File: src/rtl/fib_hash_arbiter.sv
// fib_hash_arbiter
//
// Lets the FIB insert path and lookup path share one hash unit. At most one
// requester is granted at a time. Ties go to whoever was not served last. The
// winner's operands are latched and presented to the hash unit. After
// HASH_LATENCY edges the result is captured into the winner's hash register,
// and the winner gets a one-cycle done pulse.
//
// Parameters:
//   HASH_LATENCY   edges from operands on hash inputs to hash_value valid (1..15)
//
// Ports:
//   clk, rst                          clock, synchronous active-low reset
//   ins_req/ins_prefix/ins_len        insert request and operands
//   ins_gnt/ins_done/ins_hash         insert grant pulse, done pulse, result
//   lkp_req/lkp_prefix/lkp_len        lookup request and operands
//   lkp_gnt/lkp_done/lkp_hash         lookup grant pulse, done pulse, result
//   hash_prefix_in/hash_len_in        operands to the hash unit (0 when idle)
//   hash_value                        result from the hash unit
//   busy                              high whenever not idle
module fib_hash_arbiter #(
    parameter int unsigned HASH_LATENCY = 1
) (
    input  logic        clk,
    input  logic        rst,
    input  logic        ins_req,
    input  logic [63:0] ins_prefix,
    input  logic [5:0]  ins_len,
    output logic        ins_gnt,
    output logic        ins_done,
    output logic [9:0]  ins_hash,
    input  logic        lkp_req,
    input  logic [63:0] lkp_prefix,
    input  logic [5:0]  lkp_len,
    output logic        lkp_gnt,
    output logic        lkp_done,
    output logic [9:0]  lkp_hash,
    output logic [63:0] hash_prefix_in,
    output logic [5:0]  hash_len_in,
    input  logic [9:0]  hash_value,
    output logic        busy
);

    typedef enum logic [1:0] {StIdle, StHash, StDone} state_e;

    // Requester encoding used by owner/last: 0 = insert, 1 = lookup.
    localparam logic [3:0] CntLoad = 4'(HASH_LATENCY - 1);

    state_e      state_q, state_d;
    logic        owner_q, owner_d;
    logic        last_q, last_d;
    logic [3:0]  cnt_q, cnt_d;
    logic [63:0] op_prefix_q, op_prefix_d;
    logic [5:0]  op_len_q, op_len_d;
    logic        ins_gnt_q, ins_gnt_d;
    logic        lkp_gnt_q, lkp_gnt_d;
    logic        ins_done_q, ins_done_d;
    logic        lkp_done_q, lkp_done_d;
    logic [9:0]  ins_hash_q, ins_hash_d;
    logic [9:0]  lkp_hash_q, lkp_hash_d;
    logic        pick_lkp;

    // Lookup wins if it is the only requester, or on a tie when insert went last.
    assign pick_lkp = lkp_req && (!ins_req || !last_q);

    always_comb begin
        state_d     = state_q;
        owner_d     = owner_q;
        last_d      = last_q;
        cnt_d       = cnt_q;
        op_prefix_d = op_prefix_q;
        op_len_d    = op_len_q;
        ins_gnt_d   = 1'b0;
        lkp_gnt_d   = 1'b0;
        ins_done_d  = 1'b0;
        lkp_done_d  = 1'b0;
        ins_hash_d  = ins_hash_q;
        lkp_hash_d  = lkp_hash_q;

        unique case (state_q)
            StIdle: begin
                if (ins_req || lkp_req) begin
                    owner_d     = pick_lkp;
                    last_d      = pick_lkp;
                    op_prefix_d = pick_lkp ? lkp_prefix : ins_prefix;
                    op_len_d    = pick_lkp ? lkp_len : ins_len;
                    cnt_d       = CntLoad;
                    ins_gnt_d   = !pick_lkp;
                    lkp_gnt_d   = pick_lkp;
                    state_d     = StHash;
                end
            end
            StHash: begin
                if (cnt_q != 4'd0) begin
                    cnt_d = cnt_q - 4'd1;
                end else begin
                    if (owner_q) begin
                        lkp_hash_d = hash_value;
                    end else begin
                        ins_hash_d = hash_value;
                    end
                    ins_done_d = !owner_q;
                    lkp_done_d = owner_q;
                    state_d    = StDone;
                end
            end
            StDone: begin
                state_d = StIdle;
            end
            default: begin
                state_d = StIdle;
            end
        endcase
    end

    always_ff @(posedge clk) begin
        if (!rst) begin
            state_q     <= StIdle;
            owner_q     <= 1'b0;
            last_q      <= 1'b0;
            cnt_q       <= 4'd0;
            op_prefix_q <= 64'd0;
            op_len_q    <= 6'd0;
            ins_gnt_q   <= 1'b0;
            lkp_gnt_q   <= 1'b0;
            ins_done_q  <= 1'b0;
            lkp_done_q  <= 1'b0;
            ins_hash_q  <= 10'd0;
            lkp_hash_q  <= 10'd0;
        end else begin
            state_q     <= state_d;
            owner_q     <= owner_d;
            last_q      <= last_d;
            cnt_q       <= cnt_d;
            op_prefix_q <= op_prefix_d;
            op_len_q    <= op_len_d;
            ins_gnt_q   <= ins_gnt_d;
            lkp_gnt_q   <= lkp_gnt_d;
            ins_done_q  <= ins_done_d;
            lkp_done_q  <= lkp_done_d;
            ins_hash_q  <= ins_hash_d;
            lkp_hash_q  <= lkp_hash_d;
        end
    end

    // Hash inputs are forced to 0 in idle so neither path leaks into the unit.
    assign hash_prefix_in = (state_q == StIdle) ? 64'd0 : op_prefix_q;
    assign hash_len_in    = (state_q == StIdle) ? 6'd0 : op_len_q;

    assign ins_gnt  = ins_gnt_q;
    assign lkp_gnt  = lkp_gnt_q;
    assign ins_done = ins_done_q;
    assign lkp_done = lkp_done_q;
    assign ins_hash = ins_hash_q;
    assign lkp_hash = lkp_hash_q;
    assign busy     = (state_q != StIdle);

endmodule
File: config.mk
export PLATFORM = sky130hd
export DESIGN_NAME = fib_hash_arbiter
export DESIGN_NICKNAME = d
export VERILOG_FILES = /design/src/rtl/fib_hash_arbiter.sv
export SDC_FILE = /design/constraint.sdc
export NUM_CORES = 1
export LEC_CHECK = 0
export ABC_AREA = 1
export CORE_MARGIN = 8
export CORE_UTILIZATION = 38
export DETAILED_ROUTE_END_ITERATION = 6
export PLACE_DENSITY_LB_ADDON = 0.2
export SLEW_MARGIN = 20
export SYNTH_ARGS = -nofsm -noshare
export SYNTH_HDL_FRONTEND = slang
export SYNTH_SLANG_ARGS = --single-unit
export TNS_END_PERCENT = 30
File: constraint.sdc
create_clock -name clk -period 1.7 [get_ports clk]
set_input_delay 0.425 -clock clk [delete_from_list [all_inputs] [get_ports clk]]
set_output_delay 0.425 -clock clk [all_outputs]
set_load 0.02 [all_outputs]
==> out/metrics.cfg, run 1 <==
[critical_path]
path_class = flop to output port
crit_fanout = 7
crit_arrival_ns = 1.39
cp.required_ns = 1.27
rr_endpoint = op_prefix_q[6]$_SDFFE_PN0P_
rr_worst_depth = 11
ff2ff_setup_slack_ns = 0.04
rr_startpoint = state_q[0]$_SDFFE_PN0P_
start_kind = flop
cp-end-kind = output port

[clock_network]
clock_sinks = 101
clk_pin_slew_ns = 0.07
clockRootBuffer = clkbuf_16
cts_made_buffers = 9
ctsHtreeMaxLevel = 3
cts_tree = built
insertion_delay_ns = 0.33
cts_buffer_depth = 2
cts_hold_buf = 0

[timing]
max_freq_ghz = 0.552
rsz0062_at_grt = yes
hold_slack_ns = 0.474
slew_headroom_pct = 77.4
finalCriticalPeriod_ns = 1.81
setup_violations = 61
tightest_slew_ns = 0.339
skew_ns = 0.00753
setup_ws_ns = -0.111
fin_crit_sh_pct = 107
hold_viol = 0
maxSlewViolCount = 0

[yosys]
yosys.area_share.simple_pct = 39.3
postSynthAreaPerCell_sq_um = 6.69
synth_compound_area_share_pct = 4.36
yosys.area.top_type_share_pct = 45.1
syn_area_sq_mm = 0.00448
synth-xor-area-share_pct = 0
syn-num-nets = 826
synth_top_family_by_area = simple AND/OR/NAND/NOR gates
ys_seq_area_share_pct = 45.1
yosysWarnings = 0
synthMuxAreaShare_pct = 0
synthCells = 670
ys_ff_latch = 101
synth.area.top_cells = dfxtp_1 (45%), nand2_1 (16%), nor2_1 (9.9%)
synth_fa_ha_area_share_pct = 0.558
synthDistinctLibCells = 22
yosys.area.top_type = dfxtp_1

[die]
fp.dieH_microns = 125
io_pins = 249
rows = 39
die-area_sq_mm = 0.0155
fp.dieW_microns = 125
initial_core_util_pct = 39.1
core_sq_mm = 0.0115

[final_layout]
mostFrequentLayoutCells = nand2_1 (186), clkdlybuf4s50_1 (154), nor2_1 (107)
syn_to_final_growth_pct = 70.7
layout.cells.most_common = nand2_1
fin_nets = 1081
fillers = 1019
final_cells = 1073
diodes = 0
final_layout_size_suffix_gt1_share_pct = 15.9
fin_util_pct = 66.7

[power]
p_leak_nw = 3.46
peakVddDrop_mv = 0.462
power_density_mw_per_mm2 = 1040
p_total_mw = 7.95

[routing]
route.detailed.drc = 0
wl_per_cell_microns = 15.9
antenna_left = 0
vias_per_cell = 4.86
via_count = 5215
first_iter_violations = 310
drt_first_pass_iters = 5
finalWirelength_microns = 17100

[worst_hold_path]
min_to = op_prefix_q[52]$_SDFFE_PN0P_
hp-start = op_prefix_q[52]$_SDFFE_PN0P_
hold_depth = 2
min_path_type = flop to flop

[status]
outcome = finished with violations
violations = setup timing

[grt]
antenna_found_initial = 0
grt_overflow = 0
grt_usage_pct = 20.2
grt_pass1_wl_microns = 26300
grt_pass1_vias = 5280
grt_max_degree = 49

[run]
cap_violations = 0

[place]
place_hpwl_microns = 12500
dp.cells = 1048
port_buffers = 248
pre_cts_ws_ns = -0.252
gp_congestion = 0.799

## sequential cells by signal, summed over array words and instances (netlist names)
register     flops
cnt_q            4
ins_hash        10
ins_done         1
state_q          2
lkp_done         1
ins_gnt          1
op_prefix_q     64
last_q           1
lkp_hash        10
op_len_q         6
lkp_gnt          1
## per-stage QoR
step | instance area [sq um] | setup TNS [ns]
3_3_place_gp | 7290 | -20.13
6_report | 7650 | -1.65
5_1_grt | 7650 | -5.30
4_1_cts | 7370 | -4.64
3_5_place_dp | 7290 | -21.71
2_1_floorplan | 4480 | 0
## what timing repair did
action | CTS | global route
buffers inserted | 0 | 7
endpoints found under the setup margin | 93 | 150
pin swaps | 0 | 2
resized for setup | 285 | 119
cloned | 0 | 2
## critical path, stage by stage (launching register included)
cell,delay [ns]
dfxtp_2,0.35
nor2_4,0.05
buf_12,0.14
buf_8,0.14
buf_6,0.12
nor2_2,0.11
buf_6,0.14
## worst max path at each step
stage | start | end | slack [ns] | depth (start not counted)
2_1_floorplan | state_q[1]$_SDFFE_PN0P_ | busy | 0.33 | 3
3_3_place_gp | rst | op_prefix_q[38]$_SDFFE_PN0P_ | -0.20 | 6
3_5_place_dp | lkp_req | cnt_q[2]$_SDFFE_PN0P_ | -0.25 | 9
4_1_cts | state_q[1]$_SDFFE_PN0P_ | hash_prefix_in[40] | -0.13 | 4
5_1_grt | state_q[0]$_SDFFE_PN0P_ | hash_prefix_in[37] | -0.15 | 6
6_report | state_q[0]$_SDFFE_PN0P_ | hash_prefix_in[37] | -0.11 | 6
## power by group
part	internal [mW]	switching (mW)
sequential	2.73	0.201
combinational	1.29	1.46
clock	1.38	0.894
total	5.40	2.55
## cells by family (layout without fill, tap and decap cells)
family                   Yosys count  count (layout)
AO/OA/AOI/OAI                     28              28
adder cells (fa/ha/maj)            2               2
buffers and inverters            122             382
AND/OR/NAND/NOR                  417             417
flip-flops                       101             101
## cell type report
| type | instances | area (sq um) | share of cell area, % |
|---|---|---|---|
| sequential | 101 | 2020 | 26.5 |
| clock buffer | 12 | 256 | 3.35 |
| timing repair buffer | 283 | 2730 | 35.7 |
| tap | 143 | 179 | 2.34 |
| inverter | 83 | 320 | 4.19 |
| clock inverter | 4 | 77.6 | 1.01 |
| multi-input combinational | 447 | 2060 | 27.0 |
## Yosys cell counts, drive strengths merged
| master | instances |
|---|---|
| nand2 | 192 |
| nor2 | 119 |
| dfxtp | 101 |
| inv | 81 |
| nand3 | 72 |
| nand4 | 30 |
| clkbuf | 22 |
| o21bai | 20 |
| buf | 17 |
| a21oi | 4 |
| nor3 | 4 |
| clkinv | 2 |
| ha | 2 |
| o21ai | 2 |
| a21o | 1 |
| o21a | 1 |
## per-layer routing
metal  vias to the layer above  track usage [%]  routed length (microns)
met2                       197             36.1                     8680
met4                         0             5.17                      183
met5                         -                0                        0
met1                      2416             22.2                     6890
met3                        13             6.81                     1320
li1                       2589                -                        -
(Power assumes the default switching activity.)
==> inputs of run 2 (changes only) <==
--- a/config.mk
+++ b/config.mk
@@ -9,6 +9,7 @@
 export CORE_MARGIN = 8
 export CORE_UTILIZATION = 38
 export DETAILED_ROUTE_END_ITERATION = 6
+export DONT_BUFFER_PORTS = 1
 export PLACE_DENSITY_LB_ADDON = 0.2
 export SLEW_MARGIN = 20
 export SYNTH_ARGS = -nofsm -noshare
==> out/metrics.cfg, run 2 (same netlist as run 1, synthesis figures left out) <==
[routing]
vias_per_cell = 5.04
route.detailed.drc = 0
finalWirelength_microns = 14800
via_count = 4447
drt_first_pass_iters = 4
antenna_left = 0
wl_per_cell_microns = 16.7
first_iter_violations = 250

[clock_network]
insertion_delay_ns = 0.34
cts_made_buffers = 9
clockRootBuffer = clkbuf_16
cts_tree = built
cts_hold_buf = 0
ctsHtreeMaxLevel = 3
clk_pin_slew_ns = 0.07
clock_sinks = 101
cts_buffer_depth = 2

[place]
dp.cells = 859
port_buffers = 0
place_hpwl_microns = 10500
gp_congestion = 0.819
postPlaceCellArea_sq_mm = 0.00522

[grt]
grt_usage_pct = 17.5
grt_max_degree = 42
grt_pass1_wl_microns = 22300
antenna_found_initial = 0
grt_pass1_vias = 4362
grt_overflow = 0

[die]
die-area_sq_mm = 0.0155
fp.dieW_microns = 125
fp.dieH_microns = 125
rows = 39
core_sq_mm = 0.0115
io_pins = 249
initial_core_util_pct = 39.1

[timing]
setup_tns_ns = -3.29
slew_headroom_pct = 78.7
rsz0062_at_grt = yes
max_freq_ghz = 0.566
skew_ns = 0.00859
hold_viol = 0
setup_violations = 71
tightest_slew_ns = 0.319
finalCriticalPeriod_ns = 1.77
fin_crit_sh_pct = 104
maxSlewViolCount = 0
setup_ws_ns = -0.0666

[status]
violations = setup timing
outcome = finished with violations

[power]
power_density_mw_per_mm2 = 1240
peakVddDrop_mv = 0.758
p_total_mw = 7.25
p_leak_nw = 2.56

[critical_path]
start_kind = flop
slowest_stage = dfxtp_2
path_class = flop to output port
crit_chain = nor2_4 -> buf_12 -> buf_16 -> nor2_1 -> buf_4
crit_arrival_ns = 1.34
cp-end-kind = output port
critPathMaxStageDelay_ns = 0.33
ff2ff_setup_slack_ns = 0.10
crit_fanout = 11
cp.required_ns = 1.27

[final_layout]
fin_util_pct = 50.9
largest_register = op_prefix_q
final_area_sq_mm = 0.00584
largest_register_ff_count = 64
syn_to_final_growth_pct = 30.3
final_cells = 882
layout.cells.most_common = nand2_1
fin_nets = 891
final_layout_size_suffix_gt1_share_pct = 17.2
mostFrequentLayoutCells = nand2_1 (191), nor2_1 (106), dfxtp_1 (99)
diodes = 0

[run]
cap_violations = 0

[worst_hold_path]
min_path_type = input port to flop

[run 2: where the power goes]
| group | internal, mW | switching, mW | total [mW] |
|---|---|---|---|
| sequential | 2.73 | 0.295 | 3.02 |
| clock | 1.15 | 0.908 | 2.06 |
| combinational | 0.906 | 1.27 | 2.17 |
| total | 4.78 | 2.47 | 7.25 |
[run 2: path summary, 6_finish.rpt]
check,startpoint,endpoint,cells after the start
min reg2reg,op_prefix_q[18]$_SDFFE_PN0P_,op_prefix_q[18]$_SDFFE_PN0P_,2
max,state_q[1]$_SDFFE_PN0P_,hash_prefix_in[34],5
max reg2reg,state_q[1]$_SDFFE_PN0P_,op_prefix_q[9]$_SDFFE_PN0P_,8
min,lkp_prefix[12],op_prefix_q[12]$_SDFFE_PN0P_,2
[run 2: metal layers]
metal  wire, microns  global-route usage, %
met3            1470                   7.45
met1            5760                   18.9
met4             238                   6.09
met2            7290                   30.0
met5               0                      0
[run 2: critical path, delay by kind of cell, from the launching register on]
| kind | cells | cell delay [ns] |
|---|---|---|
| buffers and inverters | 3 | 0.46 |
| DFF | 1 | 0.33 |
| and+or+nand+nor | 2 | 0.20 |
[run 2: repair_timing]
| item | 4_1_cts | 5_1_grt |
|---|---|---|
| cloned | 1 | 4 |
| pin swaps | 1 | 1 |
| gates resized for setup | 6 | 36 |
| setup buffers | 3 | 0 |
| setup endpoints to repair | 71 | 71 |
[run 2: through the flow]
step           hold slack [ns]  setup slack (ns)
6_report                 0.195           -0.0666
5_1_grt                  0.184            -0.117
4_1_cts                  0.181           -0.0764
3_5_place_dp             0.455             0.222
3_3_place_gp             0.453             0.263
2_1_floorplan            0.442             0.329
[run 2: final cells by class]
cell class                 count  area [sq um]
clock inverter                 6          72.6
inverter                      83           312
timing repair buffer          93           952
fill                        1139          5630
clock buffer                   9           225
sequential                   101          2020
multi-input combinational    447          2070
tap                          143           179
